`src/rtl/etapa_busqueda_pkg.sv`:
```
// ============================================================================
// etapa_busqueda_pkg : shared types and constants for the instruction fetch stage
// Revision: 1.0
// ============================================================================
`default_nettype none

package etapa_busqueda_pkg;

    typedef enum logic [0:0] {
        BUSCAR    = 1'b0,
        DESCARTAR = 1'b1
    } estado_t;

    // sll $0,$0,0 encodes as all zeros
    localparam logic [31:0] NOP_DEFAULT      = 32'h0000_0000;
    localparam logic [31:0] RESET_PC_DEFAULT = 32'h0000_0000;

    function automatic logic [31:0] alinear(input logic [31:0] dir);
        return {dir[31:2], 2'b00};
    endfunction

endpackage

`default_nettype wire

```
`src/rtl/etapa_busqueda_registro_if_id.sv`:
```
// ============================================================================
// registro_if_id : IF/ID pipeline register with flush (bubble) and hold
// Revision: 1.0
// ============================================================================
`default_nettype none

module registro_if_id
    import etapa_busqueda_pkg::*;
#(
    parameter logic [31:0] NOP = NOP_DEFAULT
) (
    input  logic        clk,
    input  logic        rst,
    input  logic        detener,
    input  logic        flush,
    input  logic        cargar,
    input  logic [31:0] instr_in,
    input  logic [31:0] pc_plus4_in,
    output logic [31:0] instruccion,
    output logic [31:0] pc_plus4_out,
    output logic        valido_out
);

    logic [31:0] instr_q, instr_d;
    logic [31:0] pc4_q, pc4_d;
    logic        valido_q, valido_d;

    // Flush beats hold; anything not loaded or held becomes a bubble.
    always_comb begin
        instr_d  = NOP;
        pc4_d    = 32'h0000_0000;
        valido_d = 1'b0;
        if (flush) begin
            instr_d  = NOP;
            pc4_d    = 32'h0000_0000;
            valido_d = 1'b0;
        end else if (detener) begin
            instr_d  = instr_q;
            pc4_d    = pc4_q;
            valido_d = valido_q;
        end else if (cargar) begin
            instr_d  = instr_in;
            pc4_d    = pc_plus4_in;
            valido_d = 1'b1;
        end
    end

    always_ff @(posedge clk or posedge rst) begin
        if (rst) begin
            instr_q  <= NOP;
            pc4_q    <= 32'h0000_0000;
            valido_q <= 1'b0;
        end else begin
            instr_q  <= instr_d;
            pc4_q    <= pc4_d;
            valido_q <= valido_d;
        end
    end

    assign instruccion  = instr_q;
    assign pc_plus4_out = pc4_q;
    assign valido_out   = valido_q;

endmodule

`default_nettype wire

```
`src/rtl/etapa_busqueda.sv`:
```
// ============================================================================
// etapa_busqueda : instruction fetch stage (PC, imem handshake, redirects, IF/ID)
// Revision: 1.0
// ============================================================================
`default_nettype none

module etapa_busqueda
    import etapa_busqueda_pkg::*;
#(
    parameter logic [31:0] RESET_PC = RESET_PC_DEFAULT,
    parameter logic [31:0] NOP      = NOP_DEFAULT
) (
    input  logic        clk,
    input  logic        rst,
    input  logic        detener,
    input  logic        salto,
    input  logic [31:0] jump_address,
    input  logic        branch_tomado,
    input  logic [31:0] branch_address,
    output logic        imem_req,
    output logic [31:0] imem_addr,
    input  logic        imem_ready,
    input  logic [31:0] imem_dato,
    output logic [31:0] instruccion,
    output logic [31:0] pc_plus4_out,
    output logic        valido_out
);

    estado_t     estado_q, estado_d;
    logic [31:0] pc_q, pc_d;
    logic [31:0] addr_q, addr_d;

    logic        w_retener;
    logic        w_redirigir;
    logic [31:0] w_destino;
    logic [31:0] w_pc_mas4;
    logic        w_cargar;

    // A taken branch outranks a stall; a jump is ignored while stalled.
    assign w_retener   = detener & ~branch_tomado;
    assign w_redirigir = branch_tomado | (salto & ~detener);
    assign w_destino   = branch_tomado ? alinear(branch_address) : alinear(jump_address);
    assign w_pc_mas4   = pc_q + 32'd4;
    assign w_cargar    = (estado_q == BUSCAR) & imem_ready;

    // State register
    always_ff @(posedge clk or posedge rst) begin
        if (rst) begin
            estado_q <= BUSCAR;
            pc_q     <= RESET_PC;
            addr_q   <= RESET_PC;
        end else begin
            estado_q <= estado_d;
            pc_q     <= pc_d;
            addr_q   <= addr_d;
        end
    end

    // Next state and PC / held-address update
    always_comb begin
        estado_d = estado_q;
        pc_d     = pc_q;
        addr_d   = addr_q;
        case (estado_q)
            BUSCAR: begin
                if (w_redirigir) begin
                    pc_d = w_destino;
                    if (!imem_ready) begin
                        // Old request still in flight: keep presenting it until it drains.
                        estado_d = DESCARTAR;
                        addr_d   = pc_q;
                    end
                end else if (!w_retener && imem_ready) begin
                    pc_d = w_pc_mas4;
                end
            end
            DESCARTAR: begin
                if (w_redirigir) begin
                    pc_d = w_destino;
                end
                if (!w_retener && imem_ready) begin
                    estado_d = BUSCAR;
                end
            end
            default: estado_d = BUSCAR;
        endcase
    end

    // Outputs
    always_comb begin
        imem_req  = ~rst;
        imem_addr = (estado_q == DESCARTAR) ? addr_q : pc_q;
    end

    registro_if_id #(
        .NOP (NOP)
    ) u_registro_if_id (
        .clk          (clk),
        .rst          (rst),
        .detener      (w_retener),
        .flush        (w_redirigir),
        .cargar       (w_cargar),
        .instr_in     (imem_dato),
        .pc_plus4_in  (w_pc_mas4),
        .instruccion  (instruccion),
        .pc_plus4_out (pc_plus4_out),
        .valido_out   (valido_out)
    );

endmodule

`default_nettype wire

```
`config.mk`:
```
export PLATFORM = sky130hd
export DESIGN_NAME = etapa_busqueda
export DESIGN_NICKNAME = d
export VERILOG_FILES = /design/src/rtl/etapa_busqueda_pkg.sv /design/src/rtl/etapa_busqueda_registro_if_id.sv /design/src/rtl/etapa_busqueda.sv
export SDC_FILE = /design/constraint.sdc
export NUM_CORES = 1
export LEC_CHECK = 0
export CAP_MARGIN = 30
export CORE_UTILIZATION = 35
export CTS_CLUSTER_DIAMETER = 80
export CTS_CLUSTER_SIZE = 40
export DETAILED_ROUTE_END_ITERATION = 10
export SETUP_SLACK_MARGIN = 0.5
export SLEW_MARGIN = 10
export SYNTH_ARGS = -nofsm -noshare
export SYNTH_HDL_FRONTEND = slang
export SYNTH_SLANG_ARGS = --single-unit
export TNS_END_PERCENT = 50
```
`constraint.sdc`:
```
create_clock -name clk -period 18.85 [get_ports clk]
set_clock_uncertainty 0.2 [all_clocks]
set_input_delay 5.655 -clock clk [delete_from_list [all_inputs] [get_ports clk]]
set_output_delay 5.655 -clock clk [all_outputs]
set_load 0.02 [all_outputs]
```
# ---- Word-level counts from Yosys, hierarchy flattened
# Index checks and enable logic that the tools add are counted.
dict set report word_totals {
  latch_bits 0
  romBits 0
  ramBits 0
  output_inout_bits 98
  mem_count 0
  register_bits 130
  elab_cells 42
}
dict set report classes {
  n_mux 19
  shifts 0
  eq_ne 3
  n_addsub 1
  bitwise 9
  order_cmp 0
  reduce_logical 4
  n_div 0
  multipliers 0
}
# op count
set op_table {}
lappend op_table {{$mux 32} 11}
lappend op_table {{$pmux 32 s2} 1}
lappend op_table {{$add 32x3->32 const B} 1}
lappend op_table {{$mux 1} 6}
lappend op_table {{$not 1->1} 5}
lappend op_table {{$ne 2x1->1 const B} 2}
lappend op_table {{$and 1x1->1} 3}
lappend op_table {{$ne 3x1->1 const B} 1}
lappend op_table {{$reduce_and 3->1} 1}
lappend op_table {{$pmux 1 s2} 1}
lappend op_table {{$reduce_and 2->1} 1}
lappend op_table {{$logic_and 1x1->1} 1}
lappend op_table {{$logic_not 1->1} 1}
lappend op_table {{$or 1x1->1} 1}

# ---- Logic depth before layout (Yosys ltp)
# Gate-level depths: netlist of the first run.
dict set report depth {
  ltp_word 7
  ltp_mapped 8
  ltp_nobuf 6
}

# ---- Cells and area by module
# From an unflattened synthesis of the first run, not the netlist that was laid out.
dict set report hier_totals {
  cells_unflattened 702
  area_unflattened_um2 7191.9
}
# module cells_each seq_area_each_um2 area_per_inst_um2 n_inst
set by_module_without_submodules {}
lappend by_module_without_submodules {etapa_busqueda 477 1526.5 4488.1 1}
lappend by_module_without_submodules {registro_if_id 225 1626.6 2703.8 1}

# ---- Worst setup path before layout of the first run
# No wires, ideal clock.
dict set report synth_path {
  kind {input -> output}
  from {input rst}
  to {output imem_req}
  setup_slack_ps 4655
  arrival_time_ps 8340
  path_buffers 0
  cell_stages 1
  path_cell_list {inv_1}
}
dict set report synth_between {
  elab_chain_cells 1
}
# element line_no
set synth_rtl {}
lappend synth_rtl {{from (decl)} etapa_busqueda.sv:14} ;# input logic rst,
lappend synth_rtl {{$not 1->1} etapa_busqueda.sv:91} ;# imem_req = ~rst;
lappend synth_rtl {{to (decl)} etapa_busqueda.sv:20} ;# output logic imem_req,
# Every way passes these cells.

# ---- Worst setup path in the final report of the first run
# Ends and elaborated chain as after synthesis.

==> summary.md, run 1 <==
| Metric | Value |
|---|---|
| Routed vias/inst | `5.32` |
| Hold slack | `0.278 ns` |
| Storage element area | `0.00313 mm²` |
| Static Leakage | `3.64 nW` |
| Largest net degree at the start of global routing | `70` |
| Die Wd | `136 µm` |
| Initial Util | `0.361` |
| Ys Warns | `0` |
| Resize count post-CTS | `0` |
| Rows | `48` |
| Asr flop ratio synth | `1.00` |
| Clk sinks | `125` |
| Gr ovfl total | `0` |
| Via Count | `5309` |
| Root buf cell | `clkbuf_16` |
| Critical path arrival | `7.42 ns` |
| Routed len/inst | `18.6 µm` |
| WP data required | `12.99 ns` |
| Routability-driven placement congestion ratio | `0.813` |
| Total negative slack | `0 ns` |
| Crit Path Category | `in -> out` |
| Max incr delay on CP | `0.74 ns` |
| DRC viols | `0` |
| Hold_buf cts | `0` |
| Measured slew at the worst slew-check pin | `0.760 ns` |
| Core area | `0.0174 mm²` |
| HP Class | `reg -> reg` |
| CTS H-tree depth | `4` |
| Number of enable flip-flop cells after synthesis | `0` |
| Vias in the first global route | `5234` |
| Tcrit/Tclk final | `0.704` |
| Fmax | `0.0753 GHz` |
| Run status | `complete, no violations` |
| Antenna Violating Nets Remaining | `0` |
| Initial detailed-routing violation count | `318` |
| Layout Nets | `864` |
| DR pass1 iterations | `5` |
| Die Ht | `136 µm` |
| Synth Flop Type | `dfrtp_1` |
| Worst vdd ir | `0.0000689 V` |
| Fin. Hold Viols | `0` |
| Startpoint types | `primary input` |
| RSZ-0062 raised after global routing | `no` |
| Worst Path Max Fanout | `58` |
| First-pass GRT wire length | `28600 µm` |
| Num CTS Buffers | `17` |
| Crit end category | `primary output` |
| Diode count | `0` |
| Syn Area/Cell | `10.6 µm²` |
| Final Max Tran Viols | `0` |
| Layout area overhead | `43.2%` |
| Die area | `0.0184 mm²` |
| Top-Level Pins | `200` |
| Post-Route WL | `18600 µm` |
| Port Buffers | `193` |
| Distinct cells, synth | `55` |
| TritonCTS clock tree | `built` |
| Power per cell area | `95.0 mW/mm²` |
| Gate Count Post-Synth | `590` |
| Initial antenna violation count | `0` |
| Worst skew pair latency | `0.41 ns` |
| Final setup fails | `0` |
| Post-DP HPWL | `13000 µm` |
| Global Route Usage Sum | `0.208` |
| Most used cell, CP | `clkdlybuf4s50_1` |
| Clock tree buffer depth | `2` |
| Synth Register Bits | `125` |
| Slew Limit Headroom | `0.492` |
| Worst path slowest cell | `clkdlybuf4s50_1` |
| Placed insts | `964` |
| Most frequent cells in the layout | `193 x clkdlybuf4s50_1, 125 x dfrtp_1, 63 x nand2_1` |
| Max_cap viols | `0` |
| Commonest non-fill, non-tap cell in the layout | `clkdlybuf4s50_1` |
| Fillers | `1532` |
| Util after Layout | `0.517` |
| Clock slew seen by the registers of the worst setup and hold paths | `0.05 ns` |
| CP Cell Sequence | `clkdlybuf4s50_1, inv_4, clkdlybuf4s50_1` |
| Seq/Total Area, Yosys | `0.500` |
| Final instance area | `0.00897 mm²` |
| Layout cell share with drive strength beyond 1 | `0.149` |
| Clock period minus worst slack | `13.28 ns` |
| Final Non-Filler Cells | `998` |
| Mapped cell area | `0.00626 mm²` |
| DP Area | `0.00833 mm²` |
| Multi-input logic area | `0.00289 mm²` |
| Post-CTS setup buffers | `0` |
[area by class of cell]
class | instances | area share
inverter | 8 | 0.00363
tap | 225 | 0.0314
clock inverter | 7 | 0.00949
sequential | 125 | 0.349
multi-input combinational | 404 | 0.323
clock buffer | 24 | 0.0559
timing repair buffer | 205 | 0.228
[cell families (layout without fill, tap and decap cells)]
logic type | after synthesis | after routing | share of synthesized area
mux | 57 | 57 | 0.102
flops | 125 | 125 | 0.500
simple gates | 155 | 155 | 0.142
compound gates | 161 | 161 | 0.172
buf+inv | 62 | 244 | 0.0428
other cells | 1 | 2 | 0.000599
xor+xnor | 28 | 28 | 0.0392
fa+ha+maj | 1 | 1 | 0.00200
[power breakdown]
| part | internal [mW] | switching (mW) |
|---|---|---|
| Clock | 0.210 | 0.112 |
| Sequential | 0.301 | 0.0322 |
| Combinational | 0.102 | 0.0946 |
[registers in the layout, indices dropped and copies added, names as in the netlist]
name and count:
addr_q 30, estado_q 1, pc_q 30, u_registro_if_id.instruccion 32, u_registro_if_id.pc_plus4_out 31, u_registro_if_id.valido_out 1
[synth_stat cells, types with 9 or more instances]
cell type	n	share of area
xnor2_1	22	0.031
mux2_2	54	0.097
a22o_1	33	0.046
nor3_1	14	0.011
and3_1	10	0.010
o21ai_1	16	0.013
o22ai_1	18	0.018
clkbuf_1	33	0.020
buf_2	15	0.012
dfrtp_1	125	0.50
o21ai_0	31	0.025
nand2_1	63	0.038
nor2_1	20	0.012
a21oi_1	17	0.014
a31oi_1	9	0.0090
[critical path, delay by kind of cell]
family / cells / cell delay (ns)
buffers and inverters: 3 / 1.76
[worst paths after layout]
kind | from | endpoint | slack [ns] | depth (start not counted)
setup / recovery | rst | imem_req | 5.57 | 3
hold / removal | addr_q[21]$_DFFE_PP0P_ | addr_q[21]$_DFFE_PP0P_ | 0.28 | 2
setup reg to reg | pc_q[2]$_DFFE_PP0P_ | pc_q[28]$_DFFE_PP0P_ | 16.26 | 5
hold reg to reg | addr_q[21]$_DFFE_PP0P_ | addr_q[21]$_DFFE_PP0P_ | 0.28 | 2
max in group asynchronous | rst | u_registro_if_id.pc_plus4_out[25]$_DFFE_PP0P_ | 11.87 | 4
min in group asynchronous | rst | u_registro_if_id.instruccion[3]$_DFFE_PP0P_ | 5.56 | 2
[routing by layer]
metal	vias up	track usage	wire, µm
li1	2489	-	-
met1	2604	0.280	8470
met2	182	0.326	8570
met3	34	0.0385	1050
met4	0	0.0893	466
met5	-	0	0
[per-stage QoR]
step / setup slack (ns) / total power [mW]
6_report: 5.57 / 0.852
5_1_grt: 5.43 / 0.893
4_1_cts: 5.51 / 0.860
3_5_place_dp: 5.52 / 0.533
3_3_place_gp: 5.52 / 0.528
2_1_floorplan: 4.66 / 0.446
(Power assumes the default switching activity.)
==> run 2, diff against run 1 <==
==> constraint.sdc (replaced) <==
create_clock -name clk -period 12.65 [get_ports clk]
set_clock_uncertainty 0.2 [all_clocks]
set_input_delay 3.795 -clock clk [delete_from_list [all_inputs] [get_ports clk]]
set_output_delay 3.795 -clock clk [all_outputs]
set_load 0.02 [all_outputs]
==> summary.md, run 2 (synthesis results as in run 1) <==
| Metric | Value |
|---|---|
| Crit end category | `primary output` |
| Initial antenna violation count | `0 (unchanged)` |
| Routed len/inst | `18.6 µm (-0.13%)` |
| Critical path arrival | `5.58 ns (-1.84 ns)` |
| Tcrit/Tclk final | `0.757` |
| Clk sinks | `125 (unchanged)` |
| Gr ovfl total | `0 (unchanged)` |
| Post-DP HPWL | `13100 µm (+0.63%)` |
| Total negative slack | `0 ns (unchanged)` |
| Layout Nets | `864 (unchanged)` |
| Routed vias/inst | `5.27 (-0.85%)` |
| Fin. Hold Viols | `0 (unchanged)` |
| WP data required | `8.65 ns (-4.34 ns)` |
| Worst path slowest cell | `clkdlybuf4s50_1` |
| Max_cap viols | `0 (unchanged)` |
| Layout cell share with drive strength beyond 1 | `0.150 (+0.00129)` |
| Max FFs per register | `32 (unchanged)` |
| Worst vdd ir | `0.000104 V (+50%)` |
| Worst skew pair latency | `0.42 ns (about the same)` |
| Power per cell area | `143 mW/mm² (+50%)` |
| Initial Util | `0.361 (unchanged)` |
| Run status | `complete, no violations` |
| Fmax | `0.104 GHz` |
| Die Wd | `136 µm (unchanged)` |
| Port Buffers | `193 (unchanged)` |
| Slew Limit Headroom | `0.486 (-0.00588)` |
| Final Max Tran Viols | `0 (unchanged)` |
| Most frequent cells in the layout | `193 x clkdlybuf4s50_1, 125 x dfrtp_1, 63 x nand2_1` |
| Max incr delay on CP | `0.74 ns (about the same)` |
| TritonCTS clock tree | `built` |
| Initial detailed-routing violation count | `331 (+4.1%)` |
| Worst hold endpoint | `u_registro_if_id.valido_out$_DFFE_PP0P_` |
| DR pass1 iterations | `5 (unchanged)` |
| Resize count post-CTS | `0 (unchanged)` |
| HP Class | `reg -> reg` |
| Worst Hold Launch | `u_registro_if_id.valido_out$_DFFE_PP0P_` |
| Measured slew at the worst slew-check pin | `0.771 ns (+0.0107 ns)` |
| Layout area overhead | `43.4%` |
| CP Cell Sequence | `clkdlybuf4s50_1, inv_4, clkdlybuf4s50_1` |
| Worst setup margin | `3.08 ns (-2.49 ns)` |
| Most used cell, CP | `clkdlybuf4s50_1` |
| Critical path's top delay family | `buffers and inverters` |
| Top-Level Pins | `200 (unchanged)` |
| Clock period minus worst slack | `9.57 ns` |
| Global Route Usage Sum | `0.207 (-0.00103)` |
| Setup WS pre-CTS | `3.03 ns (-2.49 ns)` |
| Crit Path Category | `in -> out` |
| Core area | `0.0174 mm² (unchanged)` |
| Static Leakage | `3.64 nW (-0.13%)` |
| RSZ-0062 raised after global routing | `no` |
| DRC viols | `0 (unchanged)` |
| Via Count | `5264 (-0.85%)` |
| Worst path buffer plus inverter count | `3 (unchanged)` |
| Clock slew seen by the registers of the worst setup and hold paths | `0.05 ns (about the same)` |
| Routability-driven placement congestion ratio | `0.809 (-0.42%)` |
| Rows | `48 (unchanged)` |
| Worst reg-to-reg setup slack | `9.93 ns (-6.33 ns)` |
| Diode count | `0 (unchanged)` |
| Worst R2R Start | `estado_q$_DFF_PP0_` |
| Root buf cell | `clkbuf_16` |
| Hold_buf cts | `0 (unchanged)` |
| First-pass GRT wire length | `28600 µm (about the same)` |
| FF-to-FF path depth | `7 (+2)` |
| Num CTS Buffers | `17 (unchanged)` |
| Startpoint types | `primary input` |
| Largest net degree at the start of global routing | `69 (-1.4%)` |
| Worst R2R End | `pc_q[10]$_DFFE_PP0P_` |
| CTS H-tree depth | `4 (unchanged)` |
| Die area | `0.0184 mm² (unchanged)` |
| Post-Route WL | `18500 µm (-0.13%)` |
| Final setup fails | `0 (unchanged)` |
| Die Ht | `136 µm (unchanged)` |
| Post-CTS setup buffers | `0 (unchanged)` |
| Hold Path Cell Cnt | `2 (unchanged)` |
| Worst Path Max Fanout | `59 (+1.7%)` |
| Antenna Violating Nets Remaining | `0 (unchanged)` |
| Vias in the first global route | `5203 (-0.59%)` |
| Commonest non-fill, non-tap cell in the layout | `clkdlybuf4s50_1` |
| Clock tree buffer depth | `2 (unchanged)` |
| Hold slack | `0.278 ns (-0.000654 ns)` |
| Total chip power | `1.28 mW (+50%)` |
==> run 2: cell types whose count changed in the layout (fill, tap and decap cells not counted), sizes merged <==
cell      delta
clkinvlp     +2
buf          -1
bufinv       +1
clkbuf       -3
clkinv       +1
==> run 2: worst reg2reg max path: stages, from the launching register on <==
cell	delay [ns]
dfrtp_1	0.39
buf_4	0.27
nand2b_1	0.27
or4_1	0.75
buf_4	0.35
o21a_1	0.20
nor2_1	0.08
a311oi_1	0.05
==> run 2: worst max-delay path by stage <==
stage / from / end / depth (start not counted)
global placement: rst / imem_req / 3
floorplan: rst / imem_req / 1
detailed placement: rst / imem_req / 3
CTS: rst / imem_req / 3
global route: rst / imem_req / 3
finish: rst / imem_req / 3
==> run 2: power breakdown <==
group	switching [mW]	total (mW)	internal (mW)	leakage (nW)
clock	0.174	0.492	0.318	0.292
combinational	0.140	0.293	0.153	1.76
sequential	0.0485	0.496	0.448	1.59
==> run 2: final cells by class <==
type | instances | area [µm²]
flip-flops and latches | 125 | 3130
fillers | 1548 | 8380
clock buffers | 20 | 457
well taps | 225 | 282
multi-input cells | 404 | 2890
repair buffers | 205 | 2050
clock inverters | 11 | 143
inverters | 8 | 32.5
==> run 2: per-layer routing <==
metal	share of wire	GRT usage	vias up	wire, µm
met4	0.024	0.0886	0	436
li1	-	-	2491	-
met3	0.064	0.0441	24	1190
met5	0	0	-	0
met2	0.46	0.325	193	8580
met1	0.45	0.275	2556	8330
==> run 2: through the flow <==
stage / utilization / cells / cell area (µm²)
after detailed placement: 0.480 / 964 / 8330
final: 0.517 / 998 / 8980
after CTS: 0.515 / 995 / 8930
after global routing: 0.517 / 998 / 8980
after global placement: 0.480 / 964 / 8330
after floorplan: - / 591 / 6270
==> run 3, diff against run 2 <==
==> constraint.sdc (replaced) <==
create_clock -name clk -period 9.8 [get_ports clk]
set_clock_uncertainty 0.2 [all_clocks]
set_input_delay 2.94 -clock clk [delete_from_list [all_inputs] [get_ports clk]]
set_output_delay 2.94 -clock clk [all_outputs]
set_load 0.02 [all_outputs]
==> summary.md, run 3 (synthesis results as in run 1) <==
| Metric | Value |
|---|---|
| Post-Route WL | `18400 µm (-0.83%)` |
| Measured slew at the worst slew-check pin | `0.743 ns (-0.0284 ns)` |
| RSZ-0062 raised after global routing | `no` |
| Static Leakage | `3.64 nW (+0.10%)` |
| Tcrit/Tclk final | `0.772` |
| Global Route Usage Sum | `0.205 (-0.00182)` |
| Crit end category | `primary output` |
| Worst vdd ir | `0.000148 V (+43%)` |
| First-pass GRT wire length | `28300 µm (-1.1%)` |
| Resize count post-CTS | `0 (unchanged)` |
| Routed len/inst | `18.4 µm (-0.92%)` |
| Antenna Violating Nets Remaining | `0 (unchanged)` |
| Power per cell area | `186 mW/mm² (+30%)` |
| Startpoint types | `primary input` |
| Initial detailed-routing violation count | `400 (+21%)` |
| DRC viols | `0 (unchanged)` |
| Core area | `0.0174 mm² (unchanged)` |
| Total negative slack | `0 ns (unchanged)` |
| Hold_buf cts | `0 (unchanged)` |
| CTS H-tree depth | `4 (unchanged)` |
| Worst skew pair latency | `0.42 ns (about the same)` |
| Die Wd | `136 µm (unchanged)` |
| Via Count | `5200 (-1.2%)` |
| Port Buffers | `193 (unchanged)` |
| Die Ht | `136 µm (unchanged)` |
| TritonCTS clock tree | `built` |
| Max FFs per register | `32 (unchanged)` |
| Initial antenna violation count | `0 (unchanged)` |
| Largest net degree at the start of global routing | `67 (-2.9%)` |
| Worst Path Max Fanout | `32 (-46%)` |
| FF-to-FF path depth | `7 (unchanged)` |
| Die area | `0.0184 mm² (unchanged)` |
| Clk sinks | `125 (unchanged)` |
| Most frequent cells in the layout | `193 x clkdlybuf4s50_1, 125 x dfrtp_1, 63 x nand2_1` |
| Layout area overhead | `43.6%` |
| HP Class | `reg -> reg` |
| Routability-driven placement congestion ratio | `0.830 (+2.5%)` |
| DR pass1 iterations | `4 (-1)` |
| Routed vias/inst | `5.21 (-1.3%)` |
| Layout Nets | `864 (unchanged)` |
| Slew Limit Headroom | `0.504 (+0.0177)` |
| Critical path arrival | `4.43 ns (-1.15 ns)` |
| Fin. Hold Viols | `0 (unchanged)` |
| Final setup fails | `0 (unchanged)` |
| Clock period minus worst slack | `7.57 ns` |
| Hold Path Cell Cnt | `2 (unchanged)` |
| Util after Layout | `0.518 (+0.000793)` |
| Run status | `complete, no violations` |
| WP data required | `6.66 ns (-1.99 ns)` |
| Max_cap viols | `0 (unchanged)` |
| Crit Path Category | `in -> out` |
| Commonest non-fill, non-tap cell in the layout | `clkdlybuf4s50_1` |
| Clock tree buffer depth | `2 (unchanged)` |
| Layout cell share with drive strength beyond 1 | `0.151 (+0.00110)` |
| Rows | `48 (unchanged)` |
| Diode count | `0 (unchanged)` |
| Post-CTS setup buffers | `0 (unchanged)` |
| Root buf cell | `clkbuf_16` |
| Final Max Tran Viols | `0 (unchanged)` |
| Top-Level Pins | `200 (unchanged)` |
| Num CTS Buffers | `17 (unchanged)` |
| Fmax | `0.132 GHz` |
| Gr ovfl total | `0 (unchanged)` |
| Clock slew seen by the registers of the worst setup and hold paths | `0.06 ns (about the same)` |
| Post-DP HPWL | `13000 µm (-0.60%)` |
| Vias in the first global route | `5085 (-2.3%)` |
| Initial Util | `0.361 (unchanged)` |
-- run 3: cell count changes in the layout (fill, tap and decap cells not counted), sizes merged --
cell | previous run | this run
clkbuf | 21 | 23
clkinv | 7 | 5
clkinvlp | 2 | 3
-- run 3: worst max-delay path: stages --
cell,delay (ns)
clkdlybuf4s50_1,0.45
inv_4,0.33
clkdlybuf4s50_1,0.68
-- run 3: layout make-up --
| class | count | area (µm²) |
|---|---|---|
| Fill cell | 1528 | 8360 |
| Clock buffer | 22 | 484 |
| Multi-Input combinational cell | 404 | 2890 |
| Timing Repair Buffer | 205 | 2040 |
| Sequential cell | 125 | 3130 |
| Clock inverter | 10 | 136 |
| Tap cell | 225 | 282 |
| Inverter | 8 | 32.5 |
-- run 3: path summary, 6_finish.rpt --
check	start	end	slack, ns
setup / recovery	rst	imem_req	2.23
min in group asynchronous	rst	u_registro_if_id.pc_plus4_out[19]$_DFFE_PP0P_	2.68
max in group asynchronous	rst	u_registro_if_id.instruccion[16]$_DFFE_PP0P_	5.65
hold reg to reg	u_registro_if_id.pc_plus4_out[13]$_DFFE_PP0P_	u_registro_if_id.pc_plus4_out[13]$_DFFE_PP0P_	0.28
setup reg to reg	estado_q$_DFF_PP0_	pc_q[10]$_DFFE_PP0P_	7.08
hold / removal	u_registro_if_id.pc_plus4_out[13]$_DFFE_PP0P_	u_registro_if_id.pc_plus4_out[13]$_DFFE_PP0P_	0.28
-- run 3: power by group --
group	switching, mW	internal [mW]	total (mW)
Sequential	0.0628	0.578	0.641
Clock	0.228	0.425	0.654
Combinational	0.180	0.197	0.377
-- run 3: metrics by stage --
step                      std cells  area (µm²)  setup slack (ns)  hold WS (ns)  power, mW
final                           999        8990              2.23         0.276       1.67
after global routing            999        8990              2.13         0.300       1.75
after CTS                       997        8960              2.19         0.279       1.69
after detailed placement        965        8340              2.20         0.266       1.03
after global placement          965        8340              2.21         0.263       1.02
after floorplan                 591        6270              1.04         0.250      0.858
-- run 3: metal layers --
layer | vias up | track usage | wire [µm]
li1 | 2480 | - | -
met1 | 2544 | 0.273 | 8350
met2 | 162 | 0.324 | 8670
met3 | 14 | 0.0505 | 1120
met4 | 0 | 0.0693 | 240
met5 | - | 0 | 0
